**src/rtl/queue_pkg.sv**
```systemverilog
// queue_pkg: shared types, counter IDs and widths for the counter service block
package queue_pkg;
    typedef enum logic [1:0] {IDLE, CALLED, SERVING} state_t;
    localparam logic [2:0] CNT_NONE = 3'd0;
    localparam logic [2:0] CNT_A = 3'd1;
    localparam logic [2:0] CNT_B = 3'd2;
    localparam logic [2:0] CNT_C = 3'd3;
    localparam logic [2:0] CNT_D = 3'd4;
    localparam logic [2:0] CNT_E = 3'd5;
    localparam int NUM_W = 6;
    localparam int NUMBER_WRAP = 15;
    function automatic logic [7:0] popcount5(input logic [4:0] v);
        return {7'd0, v[0]} + {7'd0, v[1]} + {7'd0, v[2]} + {7'd0, v[3]} + {7'd0, v[4]};
    endfunction
endpackage

```
**src/rtl/counter_fsm.sv**
```systemverilog
// counter_fsm: one service counter's state, no-show timer and held number
module counter_fsm
    import queue_pkg::*;
#(
    parameter logic [25:0] NOSHOW_CYC = 26'd50_000_000
) (
    input  logic             clk,
    input  logic             rst,
    input  logic             i_call,
    input  logic [NUM_W-1:0] i_number,
    input  logic             i_arrive,
    input  logic             i_done,
    output logic             o_busy,
    output logic [NUM_W-1:0] o_num,
    output logic             o_served,
    output logic             o_noshow
);
    state_t           r_state;
    state_t           w_next;
    logic [25:0]      r_timer;
    logic [NUM_W-1:0] r_num;
    logic             w_timeout;

    assign w_timeout = r_timer == NOSHOW_CYC - 26'd1;
    assign o_busy    = r_state != IDLE;
    assign o_num     = r_num;

    // next state and completion pulses; arrive beats both done and timeout while CALLED
    always_comb begin
        w_next   = r_state;
        o_served = 1'b0;
        o_noshow = 1'b0;
        case (r_state)
            IDLE:    w_next = i_call ? CALLED : IDLE;
            CALLED: begin
                if (i_arrive) w_next = SERVING;
                else if (i_done) w_next = IDLE;
                else if (w_timeout) begin
                    w_next   = IDLE;
                    o_noshow = 1'b1;
                end
            end
            SERVING: begin
                if (i_done) begin
                    w_next   = IDLE;
                    o_served = 1'b1;
                end
            end
            default: w_next = IDLE;
        endcase
    end

    // state, timer (runs only while staying in CALLED) and held number
    always_ff @(posedge clk) begin
        if (!rst) begin
            r_state <= IDLE;
            r_timer <= '0;
            r_num   <= '0;
        end else begin
            r_state <= w_next;
            r_timer <= (r_state == CALLED && w_next == CALLED) ? r_timer + 26'd1 : '0;
            r_num   <= (i_call && r_state == IDLE) ? i_number : (w_next == IDLE ? '0 : r_num);
        end
    end
endmodule

```
**src/rtl/counter_service.sv**
```systemverilog
// counter_service: call decode and statistics around five independent service counters
module counter_service
    import queue_pkg::*;
#(
    parameter logic [25:0] NOSHOW_CYC = 26'd50_000_000
) (
    input  logic             clk,
    input  logic             rst,
    input  logic [2:0]       counter_call,
    input  logic [NUM_W-1:0] number_call,
    input  logic [4:0]       arrive,
    input  logic [4:0]       done,
    output logic             counterA,
    output logic             counterB,
    output logic             counterC,
    output logic             counterD,
    output logic             counterE,
    output logic [NUM_W-1:0] numA,
    output logic [NUM_W-1:0] numB,
    output logic [NUM_W-1:0] numC,
    output logic [NUM_W-1:0] numD,
    output logic [NUM_W-1:0] numE,
    output logic [NUM_W-1:0] number_service,
    output logic             call_ack,
    output logic [7:0]       served_cnt,
    output logic [7:0]       noshow_cnt
);
    logic [4:0]       w_sel;
    logic [4:0]       w_busy;
    logic [4:0]       w_served;
    logic [4:0]       w_noshow;
    logic [NUM_W-1:0] w_num [5];
    logic             r_ack;
    logic [NUM_W-1:0] r_ns;
    logic [7:0]       r_served;
    logic [7:0]       r_noshow;

    for (genvar g = 0; g < 5; g++) begin : g_cnt
        assign w_sel[g] = counter_call == CNT_A + 3'(g) && !w_busy[g];
        counter_fsm #(.NOSHOW_CYC(NOSHOW_CYC)) u_fsm (
            .clk      (clk),
            .rst      (rst),
            .i_call   (w_sel[g]),
            .i_number (number_call),
            .i_arrive (arrive[g]),
            .i_done   (done[g]),
            .o_busy   (w_busy[g]),
            .o_num    (w_num[g]),
            .o_served (w_served[g]),
            .o_noshow (w_noshow[g])
        );
    end

    assign {counterE, counterD, counterC, counterB, counterA} = w_busy;
    assign numA           = w_num[0];
    assign numB           = w_num[1];
    assign numC           = w_num[2];
    assign numD           = w_num[3];
    assign numE           = w_num[4];
    assign call_ack       = r_ack;
    assign number_service = r_ns;
    assign served_cnt     = r_served;
    assign noshow_cnt     = r_noshow;

    // acknowledge, last accepted number and completion statistics
    always_ff @(posedge clk) begin
        if (!rst) begin
            r_ack    <= 1'b0;
            r_ns     <= '0;
            r_served <= '0;
            r_noshow <= '0;
        end else begin
            r_ack    <= |w_sel;
            r_ns     <= |w_sel ? number_call : r_ns;
            r_served <= r_served + popcount5(w_served);
            r_noshow <= r_noshow + popcount5(w_noshow);
        end
    end
endmodule
```
**config.mk**
```make
export PLATFORM = sky130hd
export DESIGN_NAME = counter_service
export DESIGN_NICKNAME = d
export VERILOG_FILES = /design/src/rtl/queue_pkg.sv /design/src/rtl/counter_fsm.sv /design/src/rtl/counter_service.sv
export SDC_FILE = /design/constraint.sdc
export NUM_CORES = 1
export LEC_CHECK = 0
export CORE_MARGIN = 2
export CORE_UTILIZATION = 50
export DETAILED_ROUTE_END_ITERATION = 6
export PLACE_DENSITY = 0.75
export SETUP_SLACK_MARGIN = 0.02
export SLEW_MARGIN = 20
export SYNTH_ARGS = -nofsm -noshare
export SYNTH_HDL_FRONTEND = slang
export SYNTH_SLANG_ARGS = --single-unit
```
**constraint.sdc**
```tcl
create_clock -name clk -period 4.8 [get_ports clk]
set_input_delay 0.72 -clock clk [delete_from_list [all_inputs] [get_ports clk]]
set_output_delay 0.72 -clock clk [all_outputs]
set_load 0.01 [all_outputs]
```
# Word level (Yosys, flattened, before mapping)
# Index checks and enable logic that the tools add are counted.
[word_totals] ff_bits=193 latchBits=0 ram_bits=0 rom_bits=0 mem_count=0
[classes] addsub=15 mul=0 div=0 n_lt_le_gt_ge=0 eq_ne=25 shifts=0 muxes=70 bitwise=0 n_reduce_logical=46
[ops] operator="26-bit by 1-bit adder with 26-bit output, second input constant" count=5
[ops] operator="26-bit equality test, second input constant" count=5
[ops] operator="6-bit 2-to-1 mux" count=10
[ops] operator="2-bit 2-to-1 mux" count=20
[ops] operator="1-bit 2-to-1 mux" count=35
[ops] operator="2-bit one-hot mux with 3 select lines" count=5
[ops] operator="2-bit by 1-bit equality test with 1-bit output, second input constant" count=10
[ops] operator="2-bit logical NOT" count=10
[ops] operator="2-bit nonzero test" count=10
[ops] operator="8-bit by 5-bit adder with 8-bit output" count=2
[ops] operator="1-bit logical AND" count=15
[ops] operator="4-bit by 1-bit adder with 5-bit output" count=2
[ops] operator="2-bit equality test, second input constant" count=5
[ops] operator="2-bit AND reduction" count=5
[ops] operator="3-bit by 1-bit adder with 4-bit output" count=2
[ops] operator="2-bit by 1-bit adder with 3-bit output" count=2
[ops] operator="3-bit by 2-bit equality test with 1-bit output, second input constant" count=2
[ops] operator="3-bit equality test, second input constant" count=2
[ops] operator="1-bit logical NOT" count=5
[ops] operator="5-bit OR reduction" count=1
[ops] operator="1-bit by 1-bit adder with 2-bit output" count=2
[ops] operator="3-bit by 1-bit equality test with 1-bit output, second input constant" count=1

# Logic depth before layout (Yosys ltp)
[logic_depth] word_depth=10 mapped_depth=14

# Cells and area by module
# From an unflattened synthesis, not the netlist that was laid out.
[unflattened] cells_unflattened=1053 hier_area_um2=9076.2
[by_module_without_submodules] module="counter_fsm" instances=5 cells_per_inst=185 area_each_um2=1566.5
[by_module_without_submodules] module="counter_service" instances=1 cells_per_inst=128 area_each_um2=1243.7

# Worst setup path after synthesis
# No wires, ideal clock.
[synth_path] path_kind="reg-to-reg" start="register g_cnt[2].u_fsm.r_timer[0]" end="register r_noshow[7], in the netlist noshow_cnt[7]" setup_ns=0.070 arrival_time_ns=3.722 setup_slack_ns=1.008 stages_incl_launch_ff=14 synth_period_minus_slack_ns=3.792 path_cell_list="dfxtp_1 ha_1 and2_1 clkbuf_1 nand2_1 or3_1 nor4_1 fa_1 fa_1 ha_1 a21o_1 a21oi_1 or4_1 a21oi_1"
[synth_between] elab_chain_cells=9
[synth_lines] item="from (decl)" line="counter_fsm.sv:20" rtl="logic [25:0] r_timer;"
[synth_lines] item="from (signal assigned)" line="counter_fsm.sv:61" rtl="r_timer <= (r_state == CALLED && w_next == CALLED) ? r_timer + 26'd1 : '0;"
[synth_lines] item="26-bit equality test" line="counter_fsm.sv:24" rtl="assign w_timeout = r_timer == NOSHOW_CYC - 26'd1;"
[synth_lines] item="1-bit 2-to-1 mux" line="counter_fsm.sv:38" rtl="else if (w_timeout) begin"
[synth_lines] item="1-bit 2-to-1 mux" line="counter_fsm.sv:37" rtl="else if (i_done) w_next = IDLE;"
[synth_lines] item="1-bit 2-to-1 mux" line="counter_fsm.sv:36" rtl="if (i_arrive) w_next = SERVING;"
[synth_lines] item="1-bit 2-to-1 mux" line="counter_fsm.sv:33" rtl="case (r_state)"
[synth_lines] item="2-bit by 1-bit adder with 3-bit output" line="queue_pkg.sv:13" rtl="return {7'd0, v[0]} + {7'd0, v[1]} + {7'd0, v[2]} + {7'd0, v[3]} + {7'd0, v[4]};"
[synth_lines] item="3-bit by 1-bit adder with 4-bit output" line="queue_pkg.sv:13"
[synth_lines] item="4-bit by 1-bit adder with 5-bit output" line="queue_pkg.sv:13"
[synth_lines] item="8-bit by 5-bit adder with 8-bit output" line="counter_service.sv:76" rtl="r_noshow <= r_noshow + popcount5(w_noshow);"
[synth_lines] item="to (signal assigned)" line="counter_service.sv:76"
[synth_lines] item="to (decl)" line="counter_service.sv:36" rtl="logic [7:0] r_noshow;"
# Every way passes these cells.
# A chain may end at the register's enable or synchronous reset.

# Worst setup path in the final report
# Ends and elaborated chain as after synthesis.

==> impl_metrics.json <==
{
  "synth_cells": 1015,
  "p_per_area_nw_per_um2": 310,
  "antenna_found_initial": 0,
  "post-route-util_pct": 60.3,
  "viasPerCell": 5.95,
  "synth_top_area_share_pct": 43.4,
  "coreArea_sq_um": 17400,
  "syn2layout_area_growth_pct": 17.7,
  "path_depth": 13,
  "grt-ovfl-total": 0,
  "first_pass_iters": 5,
  "reg2reg_depth": 13,
  "status": "complete, no violations",
  "yosysTopAreaCell": "dfxtp_1",
  "ant_nets": 0,
  "dieWidth_um": 137,
  "worstSetupPathType": "register to register",
  "path_max_fanout": 6,
  "timing.fmax_ghz": 0.241,
  "ir_worst_vdd_mv": 0.274,
  "pin_count": 79,
  "clk_latency_ps": 440,
  "fin_crit_sh_pct": 86.6,
  "relSlewSlack_pct": 31.4,
  "hold_violations": 0,
  "cts_root_buf": "clkbuf_16",
  "cts_tree": "done",
  "vias": 7809,
  "diodes": 0,
  "ys.warnings.count": 0,
  "setup_viol": 0,
  "pwr-share-comb_pct": 3.7,
  "nets": 1115,
  "crit_path_end_kind": "register",
  "cts_max_level": 4,
  "startpoint": "g_cnt[2].u_fsm.r_timer[0]$_SDFF_PN0_",
  "start_util_pct": 51.3,
  "swShare_pct": 22.1,
  "power.share.clock_pct": 46.4,
  "p_total_mw": 3.24,
  "cts_resized": 0,
  "setup_tns_ps": 0,
  "rsz0062_at_grt": "false",
  "slew_violations": 0,
  "fin_cells": 1313,
  "drive_above_1_share_pct": 6.89,
  "worstMarginPinSlew_ps": 1020,
  "hpwlAfterDp_mm": 14.2,
  "synth_area_sq_um": 8900,
  "seq_area_frac_synth_pct": 43.4,
  "postCtsSetupBuffers": 0,
  "hp-class": "register to register",
  "dieArea_sq_um": 18900,
  "slowest_stage": "or4_1",
  "synthDistinctLibCells": 58,
  "row_count": 48,
  "cp_num_buf_inv": 1,
  "pre_cts_ws_ps": 632,
  "worstPathArrival_ps": 4530,
  "avgRoutedWirePerCell_um": 15.8,
  "min_from": "g_cnt[3].u_fsm.o_num[5]$_SDFFE_PN0P_",
  "gp_congestion": 0.814,
  "p_seq_share_pct": 49.9,
  "ys_ff_latch": 193,
  "grt_pass1_vias": 7016,
  "syn-num-nets": 1055,
  "hold_ws_ps": 454,
  "syn-mean-instance-area_sq_um": 8.76,
  "internal_power_mw": 2.53,
  "synth_edf_count": 0,
  "dpl.cell_count": 1281,
  "cap_violations": 0,
  "reg2reg_from": "g_cnt[2].u_fsm.r_timer[0]$_SDFF_PN0_",
  "p_switching_uw": 717,
  "synth_area_leaders": "dfxtp_1 (43%), xor2_1 (3.8%), nand3_1 (3.8%), a21oi_1 (3.7%), nor2_1 (3.1%)",
  "route.detailed.drc": 0,
  "crit_family": "simple AND/OR/NAND/NOR gates",
  "synth_ff_type": "dfxtp_1",
  "leakagePower_nw": 3.30,
  "postLayoutCellArea_sq_um": 10500,
  "clk_pin_slew_worst_paths_ps": 70,
  "drt_iter0_markers": 537,
  "grt_pass1_wl_mm": 33.8,
  "crit_required_ps": 5170,
  "cts_inserted_buffers": 17,
  "grt_usage_pct": 22.3,
  "cp-start-kind": "register",
  "cts_max_path_buffers": 2,
  "max_stage_delay_ps": 520,
  "drt_wl_total_mm": 20.7,
  "finalWorstSetupSlack_ps": 644,
  "path_cells": "ha_1 -> and2_1 -> nand2_1 -> or3_1 -> nor4_1 -> buf_4 -> fa_1 -> fa_1 -> ha_1 -> a21o_1 -> a21oi_1 -> or4_1 -> a21oi_1",
  "async_flop_share_pct": 0,
  "placed_area_sq_um": 9840,
  "die-height_um": 137,
  "io_buffers": 78,
  "skew_ps": 10.2,
  "fin_crit_ps": 4160,
  "clkSinkCount": 193,
  "min_path_cells": 2,
  "grt_max_degree": 49,
  "cts_hold_buf": 0
}
-- Yosys cell counts (2+ instances only) --
library cell / number
a21o_1: 2
nor4bb_1: 2
a211oi_1: 13
nand4_1: 35
nor2b_1: 6
o31ai_2: 2
nand3b_1: 6
o21ai_0: 45
or4_1: 33
nor2_1: 74
o31ai_1: 32
and3_1: 20
nor3_1: 25
ha_1: 13
nor4_1: 14
dfxtp_1: 193
buf_4: 2
a31oi_1: 2
a31o_2: 6
o22ai_1: 6
nand2b_1: 5
and2_1: 9
inv_1: 27
buf_1: 2
mux2i_1: 6
o311ai_0: 6
or3b_2: 2
nand2_1: 73
or2_2: 13
o21a_1: 4
nor3b_1: 6
nor4b_2: 2
clkbuf_1: 33
fa_1: 6
or3_1: 39
xnor2_1: 26
nand3_1: 68
xor2_1: 39
or4b_1: 3
a311oi_1: 6
and4_1: 15
nor4b_1: 5
buf_2: 10
a21oi_1: 65
-- cell usage in the layout, fill, tap and decap left out, types with 27 or more instances in the layout --
| cell | instances |
|---|---|
| nor2_1 | 74 |
| a21oi_1 | 65 |
| o31ai_1 | 32 |
| xor2_1 | 39 |
| inv_1 | 27 |
| nand2_1 | 73 |
| or3_1 | 39 |
| clkdlybuf4s50_1 | 77 |
| or4_1 | 33 |
| nand4_1 | 35 |
| o21ai_0 | 45 |
| nand3_1 | 68 |
| dfxtp_1 | 193 |
-- sequential cells by signal (all words and copies together), names as in the netlist --
name                 flops
g_cnt.u_fsm.r_timer    130
g_cnt.u_fsm.o_num       30
call_ack                 1
noshow_cnt               8
number_service           6
g_cnt.u_fsm.r_state     10
served_cnt               8
-- power by group through the flow --
stage	Sequential, mW	Combinational (mW)	Clock, mW
5_1_grt	1.62	0.127	1.59
3_3_place_gp	1.66	0.116	0
2_1_floorplan	1.66	0.0490	0
6_report	1.62	0.119	1.51
4_1_cts	1.62	0.118	1.53
3_5_place_dp	1.66	0.117	0
-- worst reg2reg max path: cells and delay by family (launching register included) --
family	cells	cell delay (ps)
flip-flops	1	390
buffers and inverters	1	200
AO/OA/AOI/OAI	3	380
AND/OR/NAND/NOR	5	1670
adder cells (fa/ha/maj)	4	1460
-- per-layer routing --
| layer | track usage, % | wire (um) | vias up |
|---|---|---|---|
| li1 | - | - | 3871 |
| met1 | 30.1 | 9850 | 3749 |
| met2 | 36.7 | 9840 | 172 |
| met3 | 4.42 | 851 | 17 |
| met4 | 5.67 | 198 | 0 |
| met5 | 0 | 0 | - |
-- kinds of logic (layout without fill, tap and decap cells) --
family | after synthesis | count (layout) | share of synthesized area [%]
buffers and inverters | 74 | 147 | 3.35
multiplexers | 6 | 6 | 0.675
AO/OA/AOI/OAI | 196 | 196 | 13.9
XOR/XNOR | 65 | 65 | 6.40
flip-flops | 193 | 193 | 43.4
adder cells (fa/ha/maj) | 19 | 19 | 3.18
AND/OR/NAND/NOR | 462 | 462 | 29.1
-- final cells by class --
type / count / area, sq um
Clock buffer: 20 / 457
Timing Repair Buffer: 88 / 851
Fill cell: 1515 / 6890
Multi-Input combinational cell: 748 / 4750
Clock inverter: 12 / 168
Tap cell: 225 / 282
Inverter: 27 / 101
Sequential cell: 193 / 3860
-- final timing paths --
path,endpoint,slack (ps)
worst max register to register,noshow_cnt[7]$_SDFF_PN0_,640
worst min register to register,g_cnt[3].u_fsm.o_num[5]$_SDFFE_PN0P_,450
worst min-delay path,g_cnt[3].u_fsm.o_num[5]$_SDFFE_PN0P_,450
worst max-delay path,noshow_cnt[7]$_SDFF_PN0_,640
Note: power is estimated with default switching activity, not from simulation.
